===== config.mk =====
export PLATFORM = sky130hd
export DESIGN_NAME = lag_pattern_gen
export DESIGN_NICKNAME = d
export VERILOG_FILES = /design/src/rtl/lag_pattern_gen.sv
export SDC_FILE = /design/constraint.sdc
export NUM_CORES = 1
export LEC_CHECK = 0
export CAP_MARGIN = 10
export CORE_MARGIN = 4
export CORE_UTILIZATION = 56
export DETAILED_ROUTE_END_ITERATION = 16
export PLACE_DENSITY = 0.92
export REMOVE_ABC_BUFFERS = 1
export SLEW_MARGIN = 20
export SYNTH_ARGS = -nofsm -noshare
export SYNTH_HDL_FRONTEND = slang
export SYNTH_SLANG_ARGS = --single-unit

===== constraint.sdc =====
create_clock -name clock -period 16.6 [get_ports clock]
set_input_delay 3.32 -clock clock [delete_from_list [all_inputs] [get_ports clock]]
set_output_delay 3.32 -clock clock [all_outputs]
set_load 0.05 [all_outputs]

===== src/rtl/lag_pattern_gen.sv =====
// lag_pattern_gen: video timing and flash-pattern generator for the latency tester.
// Produces hsync/vsync/de and RGB, flashes NUM_FIELDS rectangles on a frame-counted
// DARK/FLASH schedule, and emits starttrigger aligned with the first flashed pixel.
// Optional feature macro: FLASH_COLOR_EN adds a flash_color input sampled with the
// config; without it, fields are drawn white.
//
// state | meaning
// IDLE  | no timing loaded, outputs quiet, any valid config accepted at once
// DARK  | running, fields not drawn; leaves at a phase boundary
// FLASH | running, fields drawn; returns to DARK after one phase
module lag_pattern_gen #(
  parameter int CW           = 12,
  parameter int NUM_FIELDS   = 3,
  parameter int FLASH_FRAMES = 6,
  parameter int OUT_DELAY    = 2,
  parameter int DW           = 8
) (
  input  logic                       clock,
  input  logic                       resetn,
  input  logic [8*CW+1:0]            cfg_timing,
  input  logic [NUM_FIELDS*4*CW-1:0] cfg_fields,
  input  logic                       cfg_valid,
  output logic                       cfg_ready,
  output logic                       cfg_error,
  input  logic                       single_shot,
  input  logic                       arm,
`ifdef FLASH_COLOR_EN
  input  logic [3*DW-1:0]            flash_color,
`endif
  output logic [DW-1:0]              red,
  output logic [DW-1:0]              green,
  output logic [DW-1:0]              blue,
  output logic                       de,
  output logic                       hsync,
  output logic                       vsync,
  output logic                       starttrigger,
  output logic                       flashing
);

  localparam int FCW = (FLASH_FRAMES > 1) ? $clog2(FLASH_FRAMES) : 1;
  localparam int VW  = 4 + 3*DW;

  typedef enum logic [1:0] {IDLE, DARK, FLASH} state_t;

  state_t                       state;
  logic [CW-1:0]                x, y;
  logic [FCW-1:0]               frame_cnt;
  logic                         arm_q;
  logic [CW-1:0]                h_sync, h_bp, h_active, h_total;
  logic [CW-1:0]                v_sync, v_bp, v_active, v_total;
  logic                         h_pol, v_pol;
  logic [NUM_FIELDS*4*CW-1:0]   fields_q;
  logic [3*DW-1:0]              color;
`ifdef FLASH_COLOR_EN
  logic [3*DW-1:0]              color_q;
  assign color = color_q;
`else
  assign color = '1;
`endif

  // incoming config fields and their consistency check
  logic [CW-1:0] n_h_sync, n_h_bp, n_h_active, n_h_total;
  logic [CW-1:0] n_v_sync, n_v_bp, n_v_active, n_v_total;
  logic [CW:0]   n_h_sum, n_v_sum;
  logic          cfg_ok, running, x_wrap, y_wrap, cfg_window;

  assign n_h_sync   = cfg_timing[8*CW+1 -: CW];
  assign n_h_bp     = cfg_timing[7*CW+1 -: CW];
  assign n_h_active = cfg_timing[6*CW+1 -: CW];
  assign n_h_total  = cfg_timing[5*CW+1 -: CW];
  assign n_v_sync   = cfg_timing[4*CW+1 -: CW];
  assign n_v_bp     = cfg_timing[3*CW+1 -: CW];
  assign n_v_active = cfg_timing[2*CW+1 -: CW];
  assign n_v_total  = cfg_timing[CW+1 -: CW];

  assign n_h_sum = {1'b0, n_h_sync} + {1'b0, n_h_bp} + {1'b0, n_h_active};
  assign n_v_sum = {1'b0, n_v_sync} + {1'b0, n_v_bp} + {1'b0, n_v_active};
  assign cfg_ok  = (n_h_sum <= {1'b0, n_h_total}) && (n_v_sum <= {1'b0, n_v_total}) &&
                   (n_h_total >= CW'(2)) && (n_v_total >= CW'(1));

  assign running    = (state != IDLE);
  assign x_wrap     = (x == h_total - CW'(1));
  assign y_wrap     = (y == v_total - CW'(1));
  // a running block only swaps timing on the last pixel so frames never tear
  assign cfg_window = (state == IDLE) || (x_wrap && y_wrap);
  assign cfg_ready  = cfg_valid && cfg_ok && cfg_window;
  assign cfg_error  = cfg_valid && !cfg_ok && cfg_window;
  assign flashing   = (state == FLASH);

  // config load, pixel/line/frame counters and the DARK/FLASH schedule
  always_ff @(posedge clock) begin
    if (!resetn) begin
      state     <= IDLE;
      x         <= '0;
      y         <= '0;
      frame_cnt <= '0;
      arm_q     <= 1'b0;
      h_sync    <= '0;
      h_bp      <= '0;
      h_active  <= '0;
      h_total   <= '0;
      v_sync    <= '0;
      v_bp      <= '0;
      v_active  <= '0;
      v_total   <= '0;
      h_pol     <= 1'b0;
      v_pol     <= 1'b0;
      fields_q  <= '0;
`ifdef FLASH_COLOR_EN
      color_q   <= '0;
`endif
    end else if (cfg_ready) begin
      state     <= DARK;
      x         <= '0;
      y         <= '0;
      frame_cnt <= '0;
      arm_q     <= 1'b0;
      h_sync    <= n_h_sync;
      h_bp      <= n_h_bp;
      h_active  <= n_h_active;
      h_total   <= n_h_total;
      v_sync    <= n_v_sync;
      v_bp      <= n_v_bp;
      v_active  <= n_v_active;
      v_total   <= n_v_total;
      h_pol     <= cfg_timing[1];
      v_pol     <= cfg_timing[0];
      fields_q  <= cfg_fields;
`ifdef FLASH_COLOR_EN
      color_q   <= flash_color;
`endif
    end else if (running) begin
      if (arm && state == DARK) arm_q <= 1'b1;
      if (x_wrap) begin
        x <= '0;
        if (y_wrap) begin
          y <= '0;
          if (frame_cnt == FCW'(FLASH_FRAMES - 1)) begin
            frame_cnt <= '0;
            if (state == FLASH) begin
              state <= DARK;
            end else if (!single_shot || arm_q || arm) begin
              // a same-cycle arm counts for this boundary; the latch is consumed here
              state <= FLASH;
              arm_q <= 1'b0;
            end
          end else begin
            frame_cnt <= frame_cnt + FCW'(1);
          end
        end else begin
          y <= y + CW'(1);
        end
      end else begin
        x <= x + CW'(1);
      end
    end
  end

  // pixel decode of the current counter state
  logic [CW:0]          h_start, h_end, v_start, v_end, x_ext, y_ext;
  logic [CW-1:0]        vx, vy;
  logic [4*CW-1:0]      fld;
  logic                 hit, d_de, d_hs, d_vs, d_trig;
  logic [3*DW-1:0]      d_rgb;

  assign h_start = {1'b0, h_sync} + {1'b0, h_bp};
  assign h_end   = h_start + {1'b0, h_active};
  assign v_start = {1'b0, v_sync} + {1'b0, v_bp};
  assign v_end   = v_start + {1'b0, v_active};
  assign x_ext   = {1'b0, x};
  assign y_ext   = {1'b0, y};
  assign vx      = x - h_start[CW-1:0];
  assign vy      = y - v_start[CW-1:0];

  // any-field hit test in visible coordinates, start inclusive, end exclusive
  always_comb begin
    hit = 1'b0;
    fld = '0;
    for (int i = 0; i < NUM_FIELDS; i++) begin
      fld = fields_q[i*4*CW +: 4*CW];
      if (vx >= fld[4*CW-1 -: CW] && vx < fld[3*CW-1 -: CW] &&
          vy >= fld[2*CW-1 -: CW] && vy < fld[CW-1:0])
        hit = 1'b1;
    end
  end

  assign d_de   = running && (x_ext >= h_start) && (x_ext < h_end) &&
                  (y_ext >= v_start) && (y_ext < v_end);
  assign d_hs   = running && ((x < h_sync) ? h_pol : !h_pol);
  assign d_vs   = running && ((y < v_sync) ? v_pol : !v_pol);
  // first active pixel of the first frame of a FLASH phase
  assign d_trig = d_de && (state == FLASH) && (frame_cnt == '0) &&
                  (x_ext == h_start) && (y_ext == v_start);
  assign d_rgb  = (d_de && state == FLASH && hit) ? color : '0;

  logic [VW-1:0] pipe [0:OUT_DELAY];

  // one decode register plus OUT_DELAY alignment stages, flushed by reset
  always_ff @(posedge clock) begin
    if (!resetn) begin
      for (int i = 0; i <= OUT_DELAY; i++) pipe[i] <= '0;
    end else begin
      pipe[0] <= {d_de, d_hs, d_vs, d_trig, d_rgb};
      for (int i = 1; i <= OUT_DELAY; i++) pipe[i] <= pipe[i-1];
    end
  end

  assign {de, hsync, vsync, starttrigger, red, green, blue} = pipe[OUT_DELAY];

endmodule


# Word-level counts from Yosys, hierarchy flattened
# Memories as Yosys holds them, arrays and structs flattened.
# Cells that the tools add are included.
# totals
register_bits	272
ram_bits	84
in_bits	247
output_inout_bits	31
word_cells	143
mem_count	1
# classes
n_addsub	15
magnitude_cmp	22
eq_ne	7
muxes	27
n_bitwise	4
reduce_logical	50
# mem_list
memory	depth	word_bits	read_ports	rd_clocked_by_memory_dff	wr	line	rtl
pipe	3	28	3	0	3	196	logic [VW-1:0] pipe [0:OUT_DELAY];
# ops
operator	count
12-bit less-than comparator	8
28-bit 2-to-1 mux	3
12-bit greater-or-equal comparator	6
12-bit by 12-bit adder with 13-bit output	4
13-bit by 12-bit adder with 13-bit output	4
1-bit logical AND	29
12-bit by 13-bit equality test with 1-bit output	2
12-bit by 13-bit greater-or-equal comparator with 1-bit output	2
13-bit by 12-bit <= comparator with 1-bit output	2
12-bit by 13-bit less-than comparator with 1-bit output	2
12-bit by 1-bit adder with 12-bit output, second input constant	2
12-bit equality test	2
12-bit 2-to-1 mux	2
24-bit 2-to-1 mux	1
12-bit by 1-bit subtractor with 12-bit output, second input constant	2
12-bit subtractor	2
1-bit 2-to-1 mux	18
12-bit by 1-bit greater-or-equal comparator with 1-bit output, second input constant	1
12-bit by 2-bit greater-or-equal comparator with 1-bit output, second input constant	1
2-bit nonzero test	6
5-bit AND reduction	2
1-bit logical NOT	4
2-bit 2-to-1 mux	2
3-bit by 1-bit adder with 3-bit output, second input constant	1
other kinds (13)	17

# Logic depth before layout (Yosys ltp)
# Gate-level depths: netlist of run 1.
# logic_depth
ltp_word	12
ltp_mapped	25
mapped_depth_nobuf	25

# Least setup slack after synthesis of run 1
# OpenSTA, ideal clock, no wires.
# synth_path
path_type	input to output
from	in cfg_timing[15]
to	out cfg_ready
arrival_ns	7.527
required_time_ns	13.280
slack_ns	5.753
path_stages	22
path_buffers	3
cell_sequence	fa_1 -> ha_1 -> inv_1 -> fa_1 -> nor2b_1 -> o21ai_0 -> a21boi_0 -> o21a_1 -> nor2_1 -> o21bai_1 -> a21oi_1 -> mux2i_1 -> a2111o_1 -> ha_1 -> a2111oi_0 -> a311o_1 -> o2111ai_1 -> nor3_1 -> and3_1 -> buf_6 -> buf_6 -> buf_4
# synth_via
elab_chain_len	7
# synth_lines
element	line	rtl
start, declared	20	input logic [8*CW+1:0] cfg_timing,
13-bit by 12-bit adder with 13-bit output	77	assign n_v_sum = {1'b0, n_v_sync} + {1'b0, n_v_bp} + {1'b0, n_v_active};
13-bit by 12-bit <= comparator with 1-bit output	78	assign cfg_ok = (n_h_sum <= {1'b0, n_h_total}) && (n_v_sum <= {1'b0, n_v_total}) &&
1-bit logical AND (2 in a row)	78	
1-bit logical AND	79	(n_h_total >= CW'(2)) && (n_v_total >= CW'(1));
1-bit logical AND (2 in a row)	86	assign cfg_ready = cfg_valid && cfg_ok && cfg_window;
end, declared	23	output logic cfg_ready,
# No other way between the ends.

# Final worst setup path of run 1
# Same ends and word-level chain as after synthesis.

==> impl_results.md, run 1 <==
* Max incr delay on CP at 930 ps
* Sequential cell area at 0.00575 sq mm
* Outcome: finished, final reports clean
* Placer Congestion at 0.914
* Finished Cell Area at about 0.025 sq mm
* Core Box Area at 0.0367 sq mm
* Clock sinks at 287
* Worst Setup SP: cfg_timing[15]
* Worst setup SP type: primary input
* CP endpoint kind: primary output
* #FFs+latches synth at approximately 290
* CTS clk-pin slew, worst paths at approximately 60 ps
* Die ar. at about 0.041 sq mm
* Worst Max-Slew Pin Slew at about 1100 ps
* Routing usage on met3 at under 10%
* Critical path capture point: cfg_ready
* RR Endpoint: pipe[0][22]
* Multi-input gate area at 0.0133 sq mm
* Top cells by count, synth: ha_1 (305), nand2_1 (296), dfxtp_1 (287)
* Most common cell in the netlist: ha_1
* Area grow syn2layout at 17.8%
* Avg WL per Cell at 17.2 um
* GRT overflow at 0
* Avg Inst Size Synth at 8.00 sq um
* Final Hold Fails at 0
* Post-Syn Area at 0.0209 sq mm
* I/O pin total at 278
* Hold Buf Count CTS at 0
* R2r setup slk at 10640 ps
* Vias per Instance at 5.85
* Initial antenna violation count at 1
* Layer with the highest usage: met2
* Via Count at 19191
* Final worst path period share at 78.7%
* DP Area at 0.0235 sq mm
* Skew final at 15.3 ps
* Clk Latency, worst-skew pair at 510 ps
* Critical Path RT at 13280 ps
* P_leak at roughly 0.0099 uW
* CTS Root Cell: clkbuf_16
* Max clock buf depth at 3
* Max VDD drop at 0.0000627 V
* Combinational share of power at 54.6%
* Hold depth at 1
* CP max stage cell: clkdlybuf4s50_1
* Switching share of power at 41.2%
* TNS Setup at 0 ps
* Vias in the first global route at 19223
* WP data arrival at about 9700 ps
* Layout cell share with drive strength beyond 1 at about 2.8%
* Max-slew violations at 0
* Area leader, netlist: dfxtp_1
* Global Route met1 Usage at 34.2%
* First-pass GRT wire length at 92500 um
* Async set or reset register ratio after synthesis at 0%
* Power Internal at just over 2000 uW
* Area share of the largest cell type after synthesis at between 20% and 30%
* Endpoints failing setup at 0
* Post-route DRC at 0
* Num CTS Buffers at 34
* WS Path Type: primary input to primary output
* Unrepaired setup endpoints after global routing: no
* PwrDens at 142 mW/mm^2
* Sw power at around 1400 uW
* Cell variety after synth at 64
* Worst-path fanout max at 65
* Syn Inst Count at 2615
* Final min period at between 10000 and 15000 ps
* Portion of total power attributed to the clock network at 22.6%
* CTS tree: done
* Post-synth EDFFs at 0
* Number of antenna-violating nets in the routed design at 0
* Worst r2r src: v_sync[0]
* PortBufs at around 280
* Die Wd at 201 um
* Critical path cell sequence: clkdlybuf4s50_1 -> fa_1 -> ha_1 -> inv_1 -> fa_1 -> nor2b_1 -> o21ai_0 -> a21boi_0 -> o21a_1 -> nor2_1 -> o21bai_1 -> a21oi_1 -> mux2i_1 -> a2111o_1 -> ha_1 -> a2111oi_0 -> a311o_1 -> o2111ai_1 -> nor3_1 -> and3_4 -> clkdlybuf4s50_1
* Syn. warnings at 0
* DPL Wire Length at 42800 um
* R2R depth at 21
* Worst Hold Class: flip-flop to flip-flop
* GRT Total Usage at 26.8%
* Largest net degree at the start of global routing at 238
* Fill count at 2900
* Synth area leaders: dfxtp_1 (27%), ha_1 (18%), nand3_1 (6.5%)
* Post-CTS setup buffers at 0
* Max-cap violations at 0
* Routing usage on met2 at between 40% and 50%
* Drt pass-1 iters at 5
* Dominant synthesized flop cell: dfxtp_1
* Final Util at 67.2%
* Max Fclk at 76.6 MHz
* Initial drt markers at roughly 1200
* Die extent in y at 201 um
* Total Routed Length at 56500 um
* Initial cell density of the core at 57.0%
* Seq/Total Area, Yosys at 27.5%
* Site Rows at 70
* Register share of total power at 22.8%
* H-Tree Depth at 2
* Fin nets at ~3400
* Post-CTS sizing at 0
* Rel. slew slack at 29.5%
power groups by stage:
stage | clock (uW) | combinational (uW) | sequential, uW
6_report | 790 | 1910 | 799
5_1_grt | 826 | 2170 | 806
2_1_floorplan | 0 | 1320 | 799
4_1_cts | 801 | 1910 | 798
3_5_place_dp | 0 | 1890 | 812
3_3_place_gp | 0 | 1770 | 809
worst min-delay path by stage:
stage / startpoint / to / slack, ps
after floorplan: pipe[0][22] / pipe[0][51] / 410
after global placement: pipe[0][26] / pipe[0][54] / 410
after detailed placement: pipe[0][55] / pipe[0][83] / 420
after CTS: pipe[0][26] / pipe[0][54] / 430
after global routing: pipe[0][53] / pipe[0][81] / 460
final: pipe[0][55] / pipe[0][83] / 430
registers in the layout, indices dropped and copies added, names as in the netlist, 2 cells and up:
| register | flops |
|---|---|
| h_active | 12 |
| h_bp | 12 |
| v_total | 12 |
| pipe | 15 |
| y | 12 |
| v_sync | 12 |
| fields_q | 144 |
| state | 2 |
| v_bp | 12 |
| frame_cnt | 3 |
| x | 12 |
| h_total | 12 |
| v_active | 12 |
| h_sync | 12 |
metal layers:
layer	part of all wire, %	routed length, um
met5	0	0
met4	3.6	2020
met3	5.9	3320
met1	42	24000
met2	48	27200
area by class of cell:
cell class	instances	share of cell area, %
timing repair buffer	285	11.6
tap	468	2.38
clock buffer	45	4.08
sequential	287	23.3
clock inverter	14	0.726
inverter	248	3.78
antenna	1	0.0102
multi-input combinational	1933	54.1
layout by cell type (no fill, tap or decap), drive strengths merged, types with 9 or more instances in the layout:
cell type / n
o21bai: 15
a21oi: 95
inv: 249
a211oi: 21
nand2: 296
a21o: 53
xnor2: 71
buf: 9
nor2: 92
or4: 10
o2111ai: 15
clkbuf: 45
fa: 32
and3: 13
nand4: 32
dfxtp: 287
o21ai: 312
nand2b: 26
nor2b: 22
nand3: 273
xor2: 58
nor4: 13
o21a: 22
ha: 305
and2: 12
clkdlybuf4s50: 276
nor3: 35
logic make-up after synthesis:
group                      after synthesis  synth area share, %
and+or+nand+nor                        850                 19.2
DFF                                    287                 27.5
xor gates and xnor gates               129                 5.40
muxes                                    5                0.239
AOI/OAI and AO/OA                      612                 17.6
buffers and inverters                  395                 8.78
adders and majority gates              337                 21.3
critical path: cells and delay by family:
| kind | cells | cell delay, ps |
|---|---|---|
| multiplexers | 1 | 130 |
| AO/OA/AOI/OAI | 9 | 1970 |
| buffers and inverters | 3 | 1460 |
| adder cells (fa/ha/maj) | 4 | 1360 |
| AND/OR/NAND/NOR | 4 | 1410 |
per-stage QoR:
stage	worst slack [ps]	hold slack (ps)	total power [uW]	std cells
after floorplan	-1860	412	2120	2468
after global placement	3750	414	2580	3221
after detailed placement	3620	425	2700	3221
after CTS	3540	432	3510	3280
after global routing	3040	457	3800	3281
final	3540	433	3500	3281
Power figures use the tool's default switching activity.
==> run 2, diff against run 1 <==
==> constraint.sdc (replaced) <==
create_clock -name clock -period 12.4 [get_ports clock]
set_input_delay 2.48 -clock clock [delete_from_list [all_inputs] [get_ports clock]]
set_output_delay 2.48 -clock clock [all_outputs]
set_load 0.05 [all_outputs]
==> run 2 against run 1 <==
Compared with the run above:
- power rose by 32%
- via count rose by 0.36%
- non-clock buffer count rose by 3
- final cell count barely moved
- worst hold slack got worse by 3.3 ps
- setup slack got worse by 1800 ps
- clock-buffer cell count fell by 3
- first-iteration DRC count rose by 5.6%
- die area did not move
- critical path type unchanged
- largest cell class unchanged
==> impl_results.md, run 2 (synthesis gave the netlist of run 1 again) <==
* Outcome: finished, final reports clean
* R2R depth at 21
* PortBufs at 277
* Worst setup SP type: primary input
* CP max stage cell: clkdlybuf4s50_1
* DPL Wire Length at 43200 um
* RR Endpoint: pipe[0][22]
* Max-cap violations at 0
* Post-CTS setup buffers at 0
* Critical Path RT at about 9900 ps
* Largest regs: fields_q (144), pipe (15)
* Final setup margin at 1760 ps
* Most frequent cells in the layout: ha_1 (305), nand2_1 (296), dfxtp_1 (287)
* PwrDens at 188 mW/mm^2
* R2r setup slk at between 6000 and 7000 ps
* Worst hold slack at 430 ps
* Post-route DRC at 0
* Initial drt markers at roughly 1300
* Crit path depth at 22
* Area grow syn2layout at 17.2%
* GRT overflow at 0
* Vias in the first global route at 19303
* Die extent in y at 201 um
* Max-slew violations at 0
* Max reg flops at 144
* Worst Max-Slew Pin Slew at 1030 ps
* Fill count at 2830
* Worst-path fanout max at 3
* CTS Root Cell: clkbuf_16
* Rel. slew slack at 31.3%
* Power after layout at 4600 uW
* Critical path capture point: cfg_ready
* Ant diodes at 0
* H-Tree Depth at 2
* Worst Hold Class: flip-flop to flip-flop
* Post-CTS sizing at 0
* Avg WL per Cell at 17.3 um
* Endpoints failing setup at 0
* Worst r2r src: v_sync[0]
* Hold Buf Count CTS at 0
* Initial antenna violation count at 1
* Sequential cell area at 0.00575 sq mm
* CP endpoint kind: primary output
* Max incr delay on CP at a little over 800 ps
* Unrepaired setup endpoints after global routing: no
* Worst Setup SP: cfg_timing[15]
* Final worst path period share at a little under nine tenths
* Via Count at 19261
* Total Routed Length at 56700 um
* Max Fclk at 94.0 MHz
* Initial cell density of the core at 57.0%
* Core Box Area at roughly 0.037 sq mm
* WP data arrival at 8160 ps
* Multi-input gate area at 0.0133 sq mm
* Number of antenna-violating nets in the routed design at 0
* Final Hold Fails at 0
* Vias per Instance at 5.87
* Clk Latency, worst-skew pair at 510 ps
* Die ar. at 0.0405 sq mm
* GRT Total Usage at 26.8%
* Die Wd at 201 um
* First-pass GRT wire length at roughly 93000 um
* Largest net degree at the start of global routing at 140
* Worst path bufs/invs at 4
* P_leak at 0.00986 uW
* Final min period at 10640 ps
* Pre-CTS WS at 1790 ps
* Num CTS Buffers at 34
* Most flop-heavy register: fields_q
* Skew final at 25.6 ps
* Max VDD drop at 0.000106 V
* Max clock buf depth at 3
* Drt pass-1 iters at 6
* CTS tree: done
* Layout cell share with drive strength beyond 1 at 2.77%
* Fin nets at 3376
* Commonest non-fill, non-tap cell in the layout: ha_1
* Site Rows at 70
* Crit-path leading delay family: compound AO/OA/AOI/OAI gates
* Placer Congestion at 0.913
* CTS clk-pin slew, worst paths at 60 ps
* WS Path Type: primary input to primary output
* Clock sinks at 287
* I/O pin total at between 200 and 300
* Critical path cell sequence: clkdlybuf4s50_1 -> fa_1 -> ha_1 -> inv_1 -> fa_1 -> nor2b_1 -> o21ai_0 -> a21boi_0 -> o21a_1 -> nor2_1 -> o21bai_1 -> a21oi_1 -> mux2i_1 -> a2111o_1 -> ha_1 -> a2111oi_0 -> a311o_1 -> o2111ai_1 -> nor3_1 -> buf_4 -> and3_4 -> clkdlybuf4s50_1
run 2: how the worst min path moves through the flow:
stage	from	to	slack, ps	cells past startpoint
4_1_cts	pipe[0][52]	pipe[0][80]	430	1
5_1_grt	fields_q[93]	fields_q[93]	460	2
6_report	pipe[0][52]	pipe[0][80]	430	1
3_3_place_gp	pipe[0][22]	pipe[0][51]	420	1
2_1_floorplan	pipe[0][22]	pipe[0][51]	410	1
3_5_place_dp	pipe[0][52]	pipe[0][80]	420	1
run 2: cell type report:
type                       count  share of cell area [%]
clock buffer                  42                    3.84
timing repair buffer         288                    11.7
multi-input combinational   1933                    54.4
tap                          468                    2.39
clock inverter                14                   0.454
sequential                   287                    23.4
inverter                     248                    3.80
run 2: where the power goes:
part           internal, uW  switching [uW]
sequential             1010            63.1
combinational          1100            1480
clock                   560             395
total                  2660            1940
run 2: metal layers:
layer / vias to the layer above / global-route usage, % / routed length [um]
li1: 9445 / - / -
met1: 9031 / 34.2 / 23800
met2: 645 / 46.7 / 27300
met3: 138 / 4.17 / 3730
met4: 2 / 8.64 / 1740
met5: - / 0 / 13
run 2: per-stage QoR:
stage | utilization, % | instance area (sq um) | TNS [ps] | instances
global route | 66.8 | 24500 | 0 | 3280
floorplan | - | 20000 | -717260 | 2468
detailed placement | 63.9 | 23500 | 0 | 3224
finish | 66.8 | 24500 | 0 | 3280
CTS | 66.8 | 24500 | 0 | 3280
global placement | 63.9 | 23500 | 0 | 3224
